## src/rtl/m_wb_uart_pkg.sv

```systemverilog
// m_wb_uart_pkg: shared definitions for the Wishbone UART.
//   Register indices (ADR_I), STATUS bit positions, TX/RX FSM state encodings
//   and the bit-timer width.
`timescale 1ns/1ps
package m_wb_uart_pkg;

  localparam logic REG_DATA   = 1'b0;
  localparam logic REG_STATUS = 1'b1;

  localparam int ST_RX_VALID = 0;
  localparam int ST_TX_BUSY  = 1;
  localparam int ST_OVERRUN  = 2;
  localparam int ST_FERR     = 3;

  // Bit timer width; covers CLKDIV up to 65535.
  localparam int CNT_W = 16;

  typedef enum logic [1:0] {
    TX_IDLE,
    TX_START,
    TX_DATA,
    TX_STOP
  } tx_state_e;

  typedef enum logic [2:0] {
    RX_IDLE,
    RX_START,
    RX_DATA,
    RX_STOP,
    RX_BREAK
  } rx_state_e;

endpackage

```

## src/rtl/m_wb_uart_rx.sv

```systemverilog
// m_uart_rx: 8N1 serial receiver, LSB first.
//   clklf     in  system clock
//   rst_n     in  asynchronous active-low reset
//   rx_async  in  serial line, asynchronous to clklf
//   rx_byte   out received byte, stable while rx_push is high
//   rx_push   out 1-clk pulse: rx_byte holds a good frame
//   rx_ferr   out 1-clk pulse: stop bit sampled low, byte discarded
//
// state    | meaning
// RX_IDLE  | line idle, waiting for a falling edge
// RX_START | timing half a bit to mid-start; high there = false start
// RX_DATA  | sampling 8 data bits, one per CLKDIV clocks
// RX_STOP  | sampling stop bit
// RX_BREAK | framing error seen, waiting for the line to return high
`timescale 1ns/1ps
module m_uart_rx
  import m_wb_uart_pkg::*;
#(
  parameter int CLKDIV = 208
) (
  input  logic       clklf,
  input  logic       rst_n,
  input  logic       rx_async,
  output logic [7:0] rx_byte,
  output logic       rx_push,
  output logic       rx_ferr
);

  localparam logic [CNT_W-1:0] CNT_TOP  = CNT_W'(CLKDIV - 1);
  localparam logic [CNT_W-1:0] HALF_TOP = CNT_W'(CLKDIV / 2 - 1);

  logic rx_meta, rx_s, rx_prev;

  rx_state_e        rx_state, rx_state_nxt;
  logic [CNT_W-1:0] rx_cnt, rx_cnt_nxt;
  logic [2:0]       rx_bit, rx_bit_nxt;
  logic [7:0]       rx_shift, rx_shift_nxt;
  logic             push_nxt, ferr_nxt;

  // Synchronizer resets to the idle level so reset never looks like a start bit.
  always_ff @(posedge clklf or negedge rst_n) begin
    if (!rst_n) begin
      rx_meta <= 1'b1;
      rx_s    <= 1'b1;
      rx_prev <= 1'b1;
    end else begin
      rx_meta <= rx_async;
      rx_s    <= rx_meta;
      rx_prev <= rx_s;
    end
  end

  always_ff @(posedge clklf or negedge rst_n) begin
    if (!rst_n) begin
      rx_state <= RX_IDLE;
      rx_cnt   <= HALF_TOP;
      rx_bit   <= 3'd0;
      rx_shift <= 8'h00;
      rx_push  <= 1'b0;
      rx_ferr  <= 1'b0;
    end else begin
      rx_state <= rx_state_nxt;
      rx_cnt   <= rx_cnt_nxt;
      rx_bit   <= rx_bit_nxt;
      rx_shift <= rx_shift_nxt;
      rx_push  <= push_nxt;
      rx_ferr  <= ferr_nxt;
    end
  end

  always_comb begin
    rx_state_nxt = rx_state;
    rx_cnt_nxt   = (rx_cnt == '0) ? CNT_TOP : rx_cnt - CNT_W'(1);
    rx_bit_nxt   = rx_bit;
    rx_shift_nxt = rx_shift;
    push_nxt     = 1'b0;
    ferr_nxt     = 1'b0;
    case (rx_state)
      RX_IDLE: begin
        rx_cnt_nxt = HALF_TOP;
        if (rx_prev && !rx_s) rx_state_nxt = RX_START;
      end
      RX_START: begin
        if (rx_cnt == '0) begin
          rx_bit_nxt   = 3'd0;
          rx_state_nxt = rx_s ? RX_IDLE : RX_DATA;
        end
      end
      RX_DATA: begin
        if (rx_cnt == '0) begin
          rx_shift_nxt = {rx_s, rx_shift[7:1]};
          if (rx_bit == 3'd7) rx_state_nxt = RX_STOP;
          else                rx_bit_nxt   = rx_bit + 3'd1;
        end
      end
      RX_STOP: begin
        if (rx_cnt == '0) begin
          if (rx_s) begin
            push_nxt     = 1'b1;
            rx_state_nxt = RX_IDLE;
          end else begin
            ferr_nxt     = 1'b1;
            rx_state_nxt = RX_BREAK;
          end
        end
      end
      RX_BREAK: begin
        if (rx_s) rx_state_nxt = RX_IDLE;
      end
      default: rx_state_nxt = RX_IDLE;
    endcase
  end

  assign rx_byte = rx_shift;

endmodule

```

## src/rtl/m_wb_uart.sv

```systemverilog
// m_wb_uart: Wishbone B4 classic responder UART (8N1, LSB first).
//   CLK_I, RST_N_I       clock, asynchronous active-low reset
//   CYC_I STB_I WE_I     bus cycle / strobe / write
//   ADR_I                0 = DATA, 1 = STATUS
//   DAT_I[31:0] SEL_I    write data ([7:0] used), byte selects (SEL_I[0] gates DATA writes)
//   DAT_O[31:0] ACK_O    read data (0 outside ACK), registered acknowledge
//   usartRX usartTX      serial in (async) / serial out (idle high)
//   irq_rx               level, RX data available
// Build option: define M_WB_UART_RXFIFO_EN for an RXDEPTH-entry RX FIFO;
// otherwise RX storage is a single holding register.
//
// state    | meaning
// TX_IDLE  | line high, ready to accept a DATA write
// TX_START | start bit (0) for CLKDIV clocks
// TX_DATA  | 8 data bits, LSB first
// TX_STOP  | stop bit (1)
`timescale 1ns/1ps
module m_wb_uart
  import m_wb_uart_pkg::*;
#(
  parameter int CLKDIV  = 208,
  parameter int RXDEPTH = 4
) (
  input  logic        CLK_I,
  input  logic        RST_N_I,
  input  logic        CYC_I,
  input  logic        STB_I,
  input  logic        WE_I,
  input  logic        ADR_I,
  input  logic [31:0] DAT_I,
  input  logic [3:0]  SEL_I,
  output logic [31:0] DAT_O,
  output logic        ACK_O,
  input  logic        usartRX,
  output logic        usartTX,
  output logic        irq_rx
);

  localparam logic [CNT_W-1:0] CNT_TOP = CNT_W'(CLKDIV - 1);

  logic        unused_bits;
  assign unused_bits = ^{DAT_I[31:8], SEL_I[3:1]};

  tx_state_e        tx_state, tx_state_nxt;
  logic [CNT_W-1:0] tx_cnt, tx_cnt_nxt;
  logic [2:0]       tx_bit, tx_bit_nxt;
  logic [7:0]       tx_shift, tx_shift_nxt;
  logic             tx_line_nxt, tx_busy;

  logic [7:0]  rx_byte, rx_head;
  logic        rx_push, rx_ferr, rx_valid, push_ok, ovr_set;
  logic        overrun, ferr;

  logic        is_data, req, stall, accept, tx_start, pop, stat_wr;
  logic [31:0] rd_data;

  // ---------------- bus ----------------
  assign is_data  = (ADR_I == REG_DATA);
  // ~ACK_O keeps a dead cycle after every acknowledge.
  assign req      = CYC_I & STB_I & ~ACK_O;
  assign stall    = WE_I & is_data & tx_busy;
  assign accept   = req & ~stall;
  assign tx_start = accept & WE_I & is_data & SEL_I[0];
  assign pop      = accept & ~WE_I & is_data & rx_valid;
  assign stat_wr  = accept & WE_I & ~is_data;

  always_comb begin
    rd_data = '0;
    if (is_data) begin
      if (rx_valid) rd_data[7:0] = rx_head;
    end else begin
      rd_data[ST_RX_VALID] = rx_valid;
      rd_data[ST_TX_BUSY]  = tx_busy;
      rd_data[ST_OVERRUN]  = overrun;
      rd_data[ST_FERR]     = ferr;
    end
  end

  always_ff @(posedge CLK_I or negedge RST_N_I) begin
    if (!RST_N_I) begin
      ACK_O <= 1'b0;
      DAT_O <= '0;
    end else begin
      ACK_O <= accept;
      DAT_O <= (accept & ~WE_I) ? rd_data : '0;
    end
  end

  // Sticky flags: a new event in the same clock as a clear wins.
  always_ff @(posedge CLK_I or negedge RST_N_I) begin
    if (!RST_N_I) begin
      overrun <= 1'b0;
      ferr    <= 1'b0;
    end else begin
      overrun <= ovr_set | (overrun & ~(stat_wr & DAT_I[ST_OVERRUN]));
      ferr    <= rx_ferr | (ferr & ~(stat_wr & DAT_I[ST_FERR]));
    end
  end

  // ---------------- TX ----------------
  assign tx_busy = (tx_state != TX_IDLE);

  // usartTX is registered from the state, so the line trails the FSM by one clock.
  always_ff @(posedge CLK_I or negedge RST_N_I) begin
    if (!RST_N_I) begin
      tx_state <= TX_IDLE;
      tx_cnt   <= CNT_TOP;
      tx_bit   <= 3'd0;
      tx_shift <= 8'h00;
      usartTX  <= 1'b1;
    end else begin
      tx_state <= tx_state_nxt;
      tx_cnt   <= tx_cnt_nxt;
      tx_bit   <= tx_bit_nxt;
      tx_shift <= tx_shift_nxt;
      usartTX  <= tx_line_nxt;
    end
  end

  always_comb begin
    tx_state_nxt = tx_state;
    tx_cnt_nxt   = (tx_cnt == '0) ? CNT_TOP : tx_cnt - CNT_W'(1);
    tx_bit_nxt   = tx_bit;
    tx_shift_nxt = tx_shift;
    tx_line_nxt  = 1'b1;
    case (tx_state)
      TX_IDLE: begin
        tx_cnt_nxt = CNT_TOP;
        if (tx_start) begin
          tx_shift_nxt = DAT_I[7:0];
          tx_state_nxt = TX_START;
        end
      end
      TX_START: begin
        tx_line_nxt = 1'b0;
        if (tx_cnt == '0) begin
          tx_bit_nxt   = 3'd0;
          tx_state_nxt = TX_DATA;
        end
      end
      TX_DATA: begin
        tx_line_nxt = tx_shift[0];
        if (tx_cnt == '0) begin
          tx_shift_nxt = {1'b0, tx_shift[7:1]};
          if (tx_bit == 3'd7) tx_state_nxt = TX_STOP;
          else                tx_bit_nxt   = tx_bit + 3'd1;
        end
      end
      TX_STOP: begin
        if (tx_cnt == '0) tx_state_nxt = TX_IDLE;
      end
      default: tx_state_nxt = TX_IDLE;
    endcase
  end

  // ---------------- RX ----------------
  m_uart_rx #(.CLKDIV(CLKDIV)) u_rx (
    .clklf    (CLK_I),
    .rst_n    (RST_N_I),
    .rx_async (usartRX),
    .rx_byte  (rx_byte),
    .rx_push  (rx_push),
    .rx_ferr  (rx_ferr)
  );

`ifdef M_WB_UART_RXFIFO_EN
  localparam int AW = $clog2(RXDEPTH);

  logic [7:0]  fifo_mem [RXDEPTH];
  logic [AW:0] wr_ptr, rd_ptr;
  logic        fifo_full;

  // Extra pointer MSB distinguishes full from empty.
  assign fifo_full = (wr_ptr[AW] != rd_ptr[AW]) && (wr_ptr[AW-1:0] == rd_ptr[AW-1:0]);
  assign rx_valid  = (wr_ptr != rd_ptr);
  assign rx_head   = fifo_mem[rd_ptr[AW-1:0]];
  // A pop in the same clock frees the slot the push needs.
  assign push_ok   = rx_push & (~fifo_full | pop);
  assign ovr_set   = rx_push & ~push_ok;

  always_ff @(posedge CLK_I) begin
    if (push_ok) fifo_mem[wr_ptr[AW-1:0]] <= rx_byte;
  end

  always_ff @(posedge CLK_I or negedge RST_N_I) begin
    if (!RST_N_I) begin
      wr_ptr <= '0;
      rd_ptr <= '0;
    end else begin
      if (push_ok) wr_ptr <= wr_ptr + (AW+1)'(1);
      if (pop)     rd_ptr <= rd_ptr + (AW+1)'(1);
    end
  end
`else
  localparam int unused_rxdepth = RXDEPTH;

  logic [7:0] hold_q;
  logic       hold_v;

  assign rx_valid = hold_v;
  assign rx_head  = hold_q;
  // Pop and push together: the new byte replaces the one being read.
  assign push_ok  = rx_push & (~hold_v | pop);
  assign ovr_set  = rx_push & ~push_ok;

  always_ff @(posedge CLK_I or negedge RST_N_I) begin
    if (!RST_N_I) begin
      hold_q <= 8'h00;
      hold_v <= 1'b0;
    end else if (push_ok) begin
      hold_q <= rx_byte;
      hold_v <= 1'b1;
    end else if (pop) begin
      hold_v <= 1'b0;
    end
  end
`endif

  assign irq_rx = rx_valid;

endmodule

```

## config.mk

```make
export PLATFORM = sky130hd
export DESIGN_NAME = m_wb_uart
export DESIGN_NICKNAME = d
export VERILOG_FILES = /design/src/rtl/m_wb_uart_pkg.sv /design/src/rtl/m_wb_uart_rx.sv /design/src/rtl/m_wb_uart.sv
export SDC_FILE = /design/constraint.sdc
export NUM_CORES = 1
export LEC_CHECK = 0
export BUFFER_PORTS_ARGS = -buffer_cell sky130_fd_sc_hd__clkbuf_2
export CORE_ASPECT_RATIO = 1.4
export CORE_MARGIN = 3
export CORE_UTILIZATION = 55
export DETAILED_ROUTE_END_ITERATION = 8
export HOLD_SLACK_MARGIN = 0.06
export PLACE_DENSITY = 0.84
export SLEW_MARGIN = 20
export SYNTH_ARGS = -nofsm -noshare
export SYNTH_HDL_FRONTEND = slang
export SYNTH_SLANG_ARGS = --single-unit
```

## constraint.sdc

```tcl
create_clock -name CLK_I -period 2.9 [get_ports CLK_I]
set_input_delay 0.145 -clock CLK_I [delete_from_list [all_inputs] [get_ports CLK_I]]
set_output_delay 0.145 -clock CLK_I [all_outputs]
set_load 0.03 [all_outputs]
```

; ---- Word-level counts from Yosys, hierarchy flattened
; Cells that the tools add are included.
[totals]
wordCells = 135
output_inout_bits = 35
ff_bits = 85
inputBits = 43
[op_classes]
n_reduce_logical = 17
add_sub_neg = 4
eq_ne = 22
muxes = 43
bitwise_logic = 29
[op_table]
columns = operator, n
row1 = $mux 16, 4
row2 = $mux 3, 13
row3 = $logic_not 16->1, 2
row4 = $mux 8, 4
row5 = $sub 16x1->16 const B, 2
row6 = $and 1x1->1, 18
row7 = $pmux 8 s2, 1
row8 = $pmux 3 s5, 1
row9 = $ne 2x2->1 const B, 7
row10 = $mux 2, 6
row11 = $ne 2x1->1 const B, 6
row12 = $pmux 3 s2, 2
row13 = $reduce_bool 2->1, 5
row14 = $eq 3x3->1 const B, 3
row15 = $mux 1, 8
row16 = $mux 4, 2
row17 = $not 1->1, 8
row18 = $pmux 2 s4, 1
row19 = $reduce_and 4->1, 2
row20 = $add 3x1->3 const B, 2
row21 = $eq 3x2->1 const B, 2
row22 = $reduce_and 6->1, 1
row23 = $reduce_and 5->1, 1
row24 = $eq 2x2->1 const B, 2
row25 = 10 further kinds, 12

; ---- Logic depth before layout (Yosys ltp)
; Gate-level depths: netlist of the first run.
[logic_depth]
word_depth = 13
depth_mapped = 9
ltp_nobuf = 6

; ---- Hierarchy
; Synthesis of the first run repeated with hierarchy kept, for this count alone.
[hier_totals]
hier_cells = 369
hier_area_um2 = 4236.6
[by_module_without_submodules]
columns = mod, instances, seq_area_each_um2, area_each_um2, cells_per_inst
row1 = m_wb_uart, 1, 1260.0, 2618.8, 233
row2 = m_uart_rx, 1, 885.8, 1617.8, 136

; ---- Worst setup path after synthesis of the first run
; No wires, ideal clock.
[synth_timing]
path_kind = register to register
from = reg tx_cnt[0]
to = reg tx_state[1]
path_buffers = 2
setup_time_ps = 128
required_ps = 2772
stages_incl_launch_ff = 9
arrival_ps = 2315
period_less_slack_ps = 2442
setup_slack_ps = 458
cell_sequence = dfstp_2 inv_1 ha_1 or3b_1 clkbuf_1 or4_1 buf_4 a221oi_4 mux2_1
[synth_via]
elab_chain_cells = 3
word_cells_on_any_way = 5
classes_between = eq/ne (3) / reduce/logical (2)
[synth_rtl]
columns = element, line_no
row1 = start: declaration, m_wb_uart.sv:45  ; logic [CNT_W-1:0] tx_cnt, tx_cnt_nxt;
row2 = start signal: assignment, m_wb_uart.sv:113  ; tx_cnt <= tx_cnt_nxt;
row3 = $logic_not 16->1 (*), "m_wb_uart.sv:136, m_wb_uart.sv:143, m_wb_uart.sv:150"
row4 = $ne 2x2->1 (no source line), n/a
row5 = $reduce_and 5->1 (no source line) (*), n/a
row6 = end signal: assignment, m_wb_uart.sv:112  ; tx_state <= tx_state_nxt;
row7 = end: declaration, m_wb_uart.sv:44  ; tx_state_e tx_state, tx_state_nxt;
; Every way passes the cells marked *; elsewhere a longest branch is shown, timed or not.
; A chain may end at the register's enable or synchronous reset.

; ---- Worst setup path after layout of the first run
[layout_timing]
from = reg u_rx.rx_cnt[11]
to = reg u_rx.rx_shift[7], in the netlist u_rx.rx_byte[7]
[layout_via]
elab_chain_cells = 2
[layout_rtl]
columns = element, line_no
row1 = start: declaration, m_wb_uart_rx.sv:35  ; logic [CNT_W-1:0] rx_cnt, rx_cnt_nxt;
row2 = start signal: assignment, m_wb_uart_rx.sv:63  ; rx_cnt <= rx_cnt_nxt;
row3 = $logic_not 16->1, m_wb_uart_rx.sv:90  ; if (rx_cnt == '0) begin
row4 = $reduce_and 2->1 (no source line), n/a
row5 = end signal: assignment, m_wb_uart_rx.sv:65  ; rx_shift <= rx_shift_nxt;
row6 = end: declaration, m_wb_uart_rx.sv:37  ; logic [7:0] rx_shift, rx_shift_nxt;
; Every way passes these cells.

==> results of run 1 <==
## kinds of logic after synthesis
kind of cell,after synthesis
multiplexers,18
other,1
flip-flops,85
AO/OA/AOI/OAI,62
buffers and inverters,50
adder cells (fa/ha/maj),11
AND/OR/NAND/NOR,131
XOR/XNOR,20
## cell type report
cell class	count	area share, %
well taps	95	2.629
flip-flops and latches	85	47.45
inverters	14	1.162
multi-input cells	266	38.96
clock inverters	6	1.134
repair buffers	41	5.838
clock buffers	10	2.822
## registers in the layout, summed over array words and instances, names as in the netlist
name / count
u_rx.rx_byte: 8
tx_bit: 3
ferr: 1
u_rx.rx_cnt: 16
usartTX: 1
overrun: 1
u_rx.rx_prev: 1
ACK_O: 1
u_rx.rx_push: 1
DAT_O: 8
u_rx.rx_s: 1
irq_rx: 1
u_rx.rx_bit: 3
hold_q: 8
tx_state: 2
u_rx.rx_ferr: 1
tx_cnt: 16
u_rx.rx_meta: 1
tx_shift: 8
u_rx.rx_state: 3
## how the worst max path moves through the flow
stage	cells after the start	slack, ps	end
after global routing	4	350	u_rx.rx_byte[3]$_DFFE_PN0P_
after CTS	4	420	u_rx.rx_byte[7]$_DFFE_PN0P_
final	4	430	u_rx.rx_byte[7]$_DFFE_PN0P_
after floorplan	8	460	tx_state[1]$_DFFE_PN0P_
after global placement	4	500	u_rx.rx_byte[3]$_DFFE_PN0P_
after detailed placement	4	450	u_rx.rx_byte[7]$_DFFE_PN0P_
## metrics by stage
step	total power, mW	utilization, %
2_1_floorplan	1.912	-
3_3_place_gp	2.073	60.13
3_5_place_dp	2.105	60.13
4_1_cts	2.885	63.48
5_1_grt	3.029	63.54
6_report	2.866	63.54
## routing by layer
layer | track usage (%) | vias up | wire length [um] | part of all wire, %
li1 | - | 1371 | - | -
met1 | 22.22 | 1427 | 3027 | 39
met2 | 33.25 | 69 | 4198 | 54
met3 | 5.333 | 14 | 334 | 4.3
met4 | 8.108 | 0 | 177 | 2.3
met5 | 0 | - | 0 | 0
## what timing repair did
action	CTS	global route
setup buffers	0	0
hold buffers	6	0
endpoints found under the hold margin	75	0
## worst register-to-register path, cell delays in order, from the launching register on
cell and delay (ps):
dfrtp_1 440, nor4_2 320, or3b_1 430, or4_1 750, mux2_1 420
## synthesized netlist by cell type (3+ instances only)
cell and number:
nand3_1 7, xnor2_1 10, o21ai_0 3, o31ai_1 6, dfstp_2 15, or3_1 6, or4_1 9, mux2_1 14
o2bb2ai_1 3, a21oi_1 11, and2_1 7, ha_1 11, mux2_2 3, xor2_1 10, a221oi_1 5, clkbuf_1 8
nor2_1 38, nor3_1 11, nor4_1 6, nand2_1 16, dfrtp_1 70, o22ai_1 8, nor2b_1 4, nand2b_1 7
o21ai_1 6, inv_1 13, buf_4 26, nand4_1 6
## report_power, final
| group | switching (mW) | leakage, nW | internal, mW |
|---|---|---|---|
| logic | 0.357 | 1.03 | 0.272 |
| registers | 0.130 | 1.11 | 1.33 |
| clock network | 0.451 | 0.0883 | 0.325 |
==> results.cfg, run 1 <==
[synthesis]
yosys_warnings = 0
synthFlopType = dfrtp_1
synth_cell_types = 58
synth_top_family_by_area = simple AND/OR/NAND/NOR gates
seq_area_frac_synth_pct = 52.22
netlist_instances = 378
muxShareOfSynthArea_pct = 4.903
synthSimpleGateAreaFrac_pct = 17.42
synth_area_per_cell_um2 = 10.87
parity_gate_share_of_the_synthesized_area_counting_xor_and_xnor_cells_pct = 4.263
synth-edff-count = 0
synth_compound_area_share_pct = 10.75
netlist.area_leader.share_pct = 42.63
post_synth_fa_ha_maj_area_fraction_pct = 3.350
postSynthRegisterBits = 85
yosys-top-cells-area = dfrtp_1 43%, dfstp_2 9.6%, buf_4 4.8%
synth_area_um2 = 4109
async_flop_share_pct = 100.0
yosysTopAreaCell = dfrtp_1

[finish]
layout.cells.most_common_list = 70 x dfrtp_1, 38 x nor2_1, 25 x clkbuf_2
layout_commonest_cell = dfrtp_1
final-seq-area_um2 = 2146
filler_cell_count = 553
area_growth_pct = 10.05
num_antenna_cells = 0
finalInstanceArea_um2 = 4522
proportion_of_layout_cells_with_a_drive_suffix_above_1_pct = 17.77
final_nets = 471
fin_cells = 517
area_of_the_multi_input_gates_um2 = 1762

[clock_network]
cts_buffer_depth = 2
clkSinkCount = 85
clock_insertion_delay_worst_skew_ps = 370
cts-buffers-inserted = 9
cts_resized = 0
tritoncts_clock_tree = yes
cts.clk_slew.worst_paths_ps = 90
clock_tree.htree_level_count = 3
cts.root.buffer_cell = clkbuf_8

[worst_setup_path]
timing.critical_path.from_type = register
cp_max_fo = 11
critical_path_buf_inv_count = 0
worstSetupPathType = register to register
crit_path_max_delay_cell_type = or4_1
r2r_setup_slk_ps = 430
critPathTopFamily = simple AND/OR/NAND/NOR gates
worst-endpoint-arrival_ps = 2720
worst_r2r_startpoint = u_rx.rx_cnt[11]$_DFF_PN0_
cp_cell_sequence = nor4_2 -> or3b_1 -> or4_1 -> mux2_1
cp_data_required_time_ps = 3150
setup.worst_path.end_class = register
timing.reg2reg.worst_path_depth = 4
longest_individual_stage_delay_on_the_worst_path_ps = 750
startpoint = u_rx.rx_cnt[11]$_DFF_PN0_
worstReg2RegEnd = u_rx.rx_byte[7]$_DFFE_PN0P_

[timing]
final_hold_viol_count = 0
setup_violating_endpoint_count_in_the_final_report = 0
layout_worst_path_cycle_share_pct = 85.13
hold_slack_ps = 82.15
fin_skew_ps = 14.09
final-max-slew-violation-count = 0
worstMarginPinSlew_ps = 738.4
postLayoutSetupSlackWorst_ps = 431.4
finalWorstPathRequiredPeriod_ps = 2469
fmaxAchievable_mhz = 405.1
maxSlewHeadroom_pct = 50.77
rsz_0062_raised_after_global_routing = false
setup_tns_ps = 0

[die]
overall_die_width_um = 79.05
floorplan.die_area_um2 = 8559
core.rowCount = 36
dieHeight_um = 108.3
core_area_um2 = 7117
start_util_pct = 57.74
io_pins = 78

[detailed_routing]
antenna_left = 0
detail_route.drc_violations = 0
detail_route.first_pass.iterations = 5
via_per_inst = 5.573
initialDrtViolationCount = 124
totalWireLength_um = 7739
routed-via-count = 2881
wire_per_inst_um = 14.97

[hold_path]
holdPathEnd = ferr$_DFF_PN0_
whs_path_depth = 3
worstHoldPathType = input port to register
min_from = DAT_I[3]

[outcome]
outcome = finished clean

[grt]
antenna_found_initial = 0
grt_max_degree = 86
grt_pass1_vias = 2950
grt_pass1_wl_um = 12980
global_route.overflow_total = 0
gr-usage-all-layers_pct = 19.21

[flow_run]
maxCapViolCount = 0

[place]
io_buffer_count = 26
dp.final_hpwl_um = 5453
placement.cell_area_um2 = 4279
pre_cts_slack_ps = 448.3
routabilityCongestion = 0.7754
placedCellCount = 495

[power]
power_leakage_nw = 2.227
power_density_nw_per_um2 = 633.8
vdd_ir_drop_max_mv = 0.4045
No activity file was read; power rests on OpenSTA's default activity.
==> run 2: changes to the inputs <==
Settings changed: ABC_AREA set to 1, CORE_UTILIZATION 55 to 50, PLACE_DENSITY 0.84 to 0.81.
Clock period 2.9 ns to 2.1 ns, I/O delays scaled along.
==> run 2 against run 1 <==
  * Critical path depth up 7
  * Sequential share of layout area down 2.9 points
  * Register-to-register slack worse by 260 ps
  * Clock-buffer cell count down 1
  * Hold slack worse by 18 ps
  * Clock power up 120%
  * Synthesized cell count up 39%
  * Global-route usage down 1.7 points
  * Total power up 81%
  * Area after synthesis up 4.8%
  * Sequential cell count unchanged
  * First-iteration DRC count up 66%
  * Critical path type unchanged
  * Critical endpoint is now hold_q[5]$_DFFE_PN0P_
  * Largest cell class unchanged
==> results.cfg, run 2 <==
[die]
overall_die_width_um = 84.43
core_area_um2 = 8295
dieHeight_um = 115.8
core.rowCount = 39
floorplan.die_area_um2 = 9776
start_util_pct = 51.90
io_pins = 78

[grt]
gr-usage-all-layers_pct = 17.48
global_route.overflow_total = 0
antenna_found_initial = 0
grt_pass1_vias = 3244
grt_busiest_layer = met2
grt_pass1_wl_um = 13810
globalRouteMet1Util_pct = 18.85
groute.layer.met2.usage_pct = 33.09
use_met3_pct = 3.201
grt_max_degree = 86

[finish]
finalCoreUtilization_pct = 58.11
layout_commonest_cell = nand2_1
fin_cells = 666
finalInstanceArea_um2 = 4821
filler_cell_count = 717
final_nets = 613
proportion_of_layout_cells_with_a_drive_suffix_above_1_pct = 15.43
area_of_the_multi_input_gates_um2 = 1821
layout.cells.most_common_list = 143 x nand2_1, 70 x dfrtp_1, 65 x nor2_1
num_antenna_cells = 0
final-seq-area_um2 = 2146
reg.largest.list = tx_cnt: 16 flops, u_rx.rx_cnt: 16 flops
area_growth_pct = 11.97

[detailed_routing]
wire_per_inst_um = 12.15
detail_route.drc_violations = 0
detail_route.first_pass.iterations = 6
via_per_inst = 5.039
totalWireLength_um = 8089
initialDrtViolationCount = 206
antenna_left = 0
routed-via-count = 3356

[worst_setup_path]
longest_individual_stage_delay_on_the_worst_path_ps = 420
cp_max_fo = 11
worstSetupPathType = register to register
r2r_setup_slk_ps = 180
worst-endpoint-arrival_ps = 2150
cp_data_required_time_ps = 2330
crit_top_cell = nand2_1
timing.critical_path.from_type = register
crit_path_max_delay_cell_type = dfrtp_1
setup.worst_path.end_class = register
cp_cell_sequence = inv_1 -> ha_1 -> inv_2 -> nand3_1 -> nand2_1 -> nor2_2 -> nand2_1 -> nand2_2 -> nand2_2 -> nand2_1 -> nand2_1

[clock_network]
cts.clk_slew.worst_paths_ps = 60
hold_buffers = 3
clkSinkCount = 85
cts.root.buffer_cell = clkbuf_16
clock_tree.htree_level_count = 3
cts_resized = 0
clock_insertion_delay_worst_skew_ps = 350
cts_buffer_depth = 2
tritoncts_clock_tree = yes
cts-buffers-inserted = 9
post-cts-setup-buffers = 0

[outcome]
outcome = finished clean

[place]
routabilityCongestion = 0.8091
placedCellCount = 647
pre_cts_slack_ps = 250.3
placement.cell_area_um2 = 4461
io_buffer_count = 26
dp.final_hpwl_um = 5626

[hold_path]
worstHoldPathType = input port to register

[synthesis]
seq_area_frac_synth_pct = 49.84
yosysTopAreaCell = dfrtp_1
synthFlopType = dfrtp_1
async_flop_share_pct = 100.0
netlist.area_leader.share_pct = 40.69
yosys-top-cells-area = dfrtp_1 41%, nand2_1 12%, dfstp_2 9.2%
synth_cell_types = 32
yosys_warnings = 0
synth_area_um2 = 4305
synth_most_common_cell = nand2_1
yosys-top-cells-count = 143 x nand2_1, 70 x dfrtp_1, 65 x nor2_1
synth_area_per_cell_um2 = 8.216
netlist_instances = 524
postSynthRegisterBits = 85
synth-edff-count = 0

[power]
power_density_nw_per_um2 = 1075
power_leakage_nw = 2.559
vdd_ir_drop_max_mv = 0.7410

[timing]
layout_worst_path_cycle_share_pct = 91.61
fin_skew_ps = 6.463
final-max-slew-violation-count = 0
rsz_0062_raised_after_global_routing = false
setup_tns_ps = 0
final_hold_viol_count = 0
setup_violating_endpoint_count_in_the_final_report = 0
fmaxAchievable_mhz = 519.8
finalWorstPathRequiredPeriod_ps = 1924
postLayoutSetupSlackWorst_ps = 176.2

[flow_run]
maxCapViolCount = 0
run 2: changes by cell type in the layout (fill, tap and decap cells not counted), moves of 8 or more:
cell,previous run,this run
clkbuf_16,0,9
clkbuf_8,9,0
inv_1,13,47
mux2_1,14,0
nand2_1,16,143
nand3_1,7,48
nor2_1,38,65
o21ai_0,3,13
o22ai_1,8,0
or4_1,9,0
run 2: layer usage:
metal  vias up  share of wire (%)
li1       1666                  -
met1      1606                 40
met2        67                 55
met3        17                3.6
met4         0                2.0
met5         -                  0
run 2: worst paths after layout:
check,start,endpoint,depth (start not counted)
min in group asynchronous,RST_N_I,DAT_O[6]$_DFF_PN0_,3
hold reg to reg,u_rx.rx_meta$_DFF_PN1_,u_rx.rx_s$_DFF_PN1_,0
setup / recovery,tx_state[0]$_DFFE_PN0P_,hold_q[5]$_DFFE_PN0P_,11
max in group asynchronous,RST_N_I,usartTX$_DFF_PN1_,3
setup reg to reg,tx_state[0]$_DFFE_PN0P_,hold_q[5]$_DFFE_PN0P_,11
hold / removal,DAT_I[7],tx_shift[7]$_DFFE_PN0P_,5
run 2: cell type report:
type / instances / share of cell area [%]
Multi-Input combinational cell: 377 / 37.76
Timing Repair Buffer: 31 / 3.945
Clock buffer: 9 / 4.672
Inverter: 55 / 4.282
Tap cell: 102 / 2.647
Sequential cell: 85 / 44.51
Clock inverter: 7 / 2.180
run 2: report_power, final:
part / total, mW / switching (mW) / internal, mW
logic: 1.40 / 0.967 / 0.428
clock network: 1.74 / 0.683 / 1.06
registers: 2.05 / 0.146 / 1.90
total: 5.18 / 1.80 / 3.39
run 2: metrics by stage:
step | power (mW) | hold slack (ps)
6_report | 5.184 | 64.09
5_1_grt | 5.513 | 109.9
4_1_cts | 5.223 | 64.27
3_5_place_dp | 3.458 | 174.7
3_3_place_gp | 3.385 | 172.8
2_1_floorplan | 3.160 | -190.6
run 2: critical path, delay by kind of cell (launching register included):
| family | cells | cell delay (ps) |
|---|---|---|
| DFF | 1 | 420 |
| and+or+nand+nor | 8 | 890 |
| buffers and inverters | 2 | 220 |
| adders and majority gates | 1 | 270 |
run 2: cells by family after synthesis:
group | Yosys count | share of synthesized area [%]
xor gates and xnor gates | 17 | 3.458
and+or+nand+nor | 291 | 29.38
adders and majority gates | 11 | 3.197
DFF | 85 | 49.84
other | 1 | 0.08710
AOI/OAI and AO/OA | 34 | 4.156
buffers and inverters | 85 | 9.881
==> run 3: changes to the inputs <==
Settings changed: CAP_MARGIN set to 30, CORE_ASPECT_RATIO 1.4 to unset.
==> run 3 against run 2 <==
  * Non-clock buffer count up 1
  * Maximum frequency up 1.7%
  * Clock power down 33%
  * Via count down 2.3%
  * Sequential share of layout area up 1.1 points
  * Clock-buffer cell count up 6
  * Hold slack better by 25 ps
  * Total power down 11%
  * Critical path type unchanged
==> results.cfg, run 3 (synthesis results as in run 2) <==
[outcome]
outcome = finished clean

[detailed_routing]
wire_per_inst_um = 11.61
via_per_inst = 4.896
totalWireLength_um = 7777
detail_route.drc_violations = 0
antenna_left = 0
detail_route.first_pass.iterations = 5
initialDrtViolationCount = 142
routed-via-count = 3280

[clock_network]
post-cts-setup-buffers = 0
clock_tree.htree_level_count = 3
tritoncts_clock_tree = yes
cts.root.buffer_cell = clkbuf_8
cts_buffer_depth = 2
clock_insertion_delay_worst_skew_ps = 350
cts-buffers-inserted = 9
cts.clk_slew.worst_paths_ps = 80
hold_buffers = 4
cts_resized = 0
clkSinkCount = 85

[timing]
final-max-slew-violation-count = 0
final_hold_viol_count = 0
fin_skew_ps = 10.30
rsz_0062_raised_after_global_routing = false
hold_slack_ps = 89.44
layout_worst_path_cycle_share_pct = 90.07
postLayoutSetupSlackWorst_ps = 208.6
finalWorstPathRequiredPeriod_ps = 1891
fmaxAchievable_mhz = 528.7
setup_tns_ps = 0
setup_violating_endpoint_count_in_the_final_report = 0

[worst_setup_path]
worstSetupPathType = register to register
timing.critical_path.to = hold_q[5]$_DFFE_PN0P_
worstReg2RegEnd = hold_q[5]$_DFFE_PN0P_
startpoint = tx_state[0]$_DFFE_PN0P_
worst-endpoint-arrival_ps = 2140
timing.reg2reg.worst_path_depth = 11
timing.critical_path.from_type = register
r2r_setup_slk_ps = 210
cp_data_required_time_ps = 2350
cp_max_fo = 11
setup.worst_path.end_class = register
worst_r2r_startpoint = tx_state[0]$_DFFE_PN0P_

[die]
floorplan.die_area_um2 = 9760
start_util_pct = 51.88
core_area_um2 = 8299
core.rowCount = 33
dieHeight_um = 98.80
overall_die_width_um = 98.80
io_pins = 78

[place]
pre_cts_slack_ps = 232.3
io_buffer_count = 26
routabilityCongestion = 0.9022
dp.final_hpwl_um = 5697

[finish]
layout.cells.most_common_list = 143 x nand2_1, 70 x dfrtp_1, 65 x nor2_1
num_antenna_cells = 0
proportion_of_layout_cells_with_a_drive_suffix_above_1_pct = 14.69
area_growth_pct = 9.183
final_nets = 614
layout_commonest_cell = nand2_1
reg.largest.list = tx_cnt: 16 flops, u_rx.rx_cnt: 16 flops

[grt]
global_route.overflow_total = 0
antenna_found_initial = 0
grt_pass1_wl_um = 13860
grt_pass1_vias = 3237
grt_max_degree = 52
gr-usage-all-layers_pct = 17.03

[hold_path]
worstHoldPathType = input port to register

[power]
internal-power_mw = 2.941
seqPwrFrac_pct = 44.4
power_density_nw_per_um2 = 977.6
vdd_ir_drop_max_mv = 0.5808
p_clk_share_pct = 25.2
combinationalPowerShare_pct = 30.4
power_leakage_nw = 2.503
net-switching-power_mw = 1.654
p_sw_share_pct = 36.00

[flow_run]
maxCapViolCount = 0
## run 3: cell type report
| cell class | count | area [um^2] |
|---|---|---|
| inverters | 55 | 206.4 |
| multi-input cells | 377 | 1821 |
| clock buffers | 15 | 166.4 |
| clock inverters | 1 | 30.03 |
| repair buffers | 32 | 200.2 |
| fillers | 720 | 3598 |
| flip-flops and latches | 85 | 2146 |
| well taps | 105 | 131.4 |
## run 3: through the flow
step                utilization [%]  area (um^2)  cells  power [mW]
global placement              53.79         4464    650       3.383
detailed placement            53.79         4464    650       3.455
CTS                           56.64         4701    670       4.630
finish                        56.64         4701    670       4.596
global route                  56.64         4701    670       4.938
floorplan                         -         4392    547       3.160
## run 3: worst min-delay path by stage
stage / end / slack [ps] / start / cells after the start
finish: tx_shift[1]$_DFFE_PN0P_ / 90 / DAT_I[1] / 5
global route: tx_shift[1]$_DFFE_PN0P_ / 120 / DAT_I[1] / 5
floorplan: ACK_O$_DFF_PN0_ / -190 / RST_N_I / 0
CTS: tx_shift[1]$_DFFE_PN0P_ / 80 / DAT_I[1] / 5
detailed placement: tx_cnt[8]$_DFF_PN0_ / 80 / RST_N_I / 1
global placement: tx_cnt[8]$_DFF_PN0_ / 80 / RST_N_I / 1
## run 3: power groups by stage
| stage | Clock, mW | Combinational [mW] | Sequential [mW] |
|---|---|---|---|
| 3_5_place_dp | 0 | 1.39 | 2.07 |
| 6_report | 1.16 | 1.40 | 2.04 |
| 5_1_grt | 1.25 | 1.62 | 2.07 |
| 3_3_place_gp | 0 | 1.33 | 2.06 |
| 2_1_floorplan | 0 | 1.09 | 2.07 |
| 4_1_cts | 1.19 | 1.40 | 2.04 |
## run 3: critical path, stage by stage (launching register included)
cell     delay [ps]
dfrtp_1         430
inv_1           120
ha_1            300
inv_2           110
nand3_1          80
nand2_1          70
nor2_2          130
nand2_1          80
nand2_2         170
nand2_2         150
nand2_1         110
nand2_1          50
## run 3: layer usage
layer  share of wire, %  vias to the layer above  global-route usage [%]
met5                  0                        -                       0
met4                1.1                        0                   4.622
met3                3.3                        7                   3.680
met2                 51                       43                   29.80
met1                 44                     1565                   21.34
li1                   -                     1665                       -
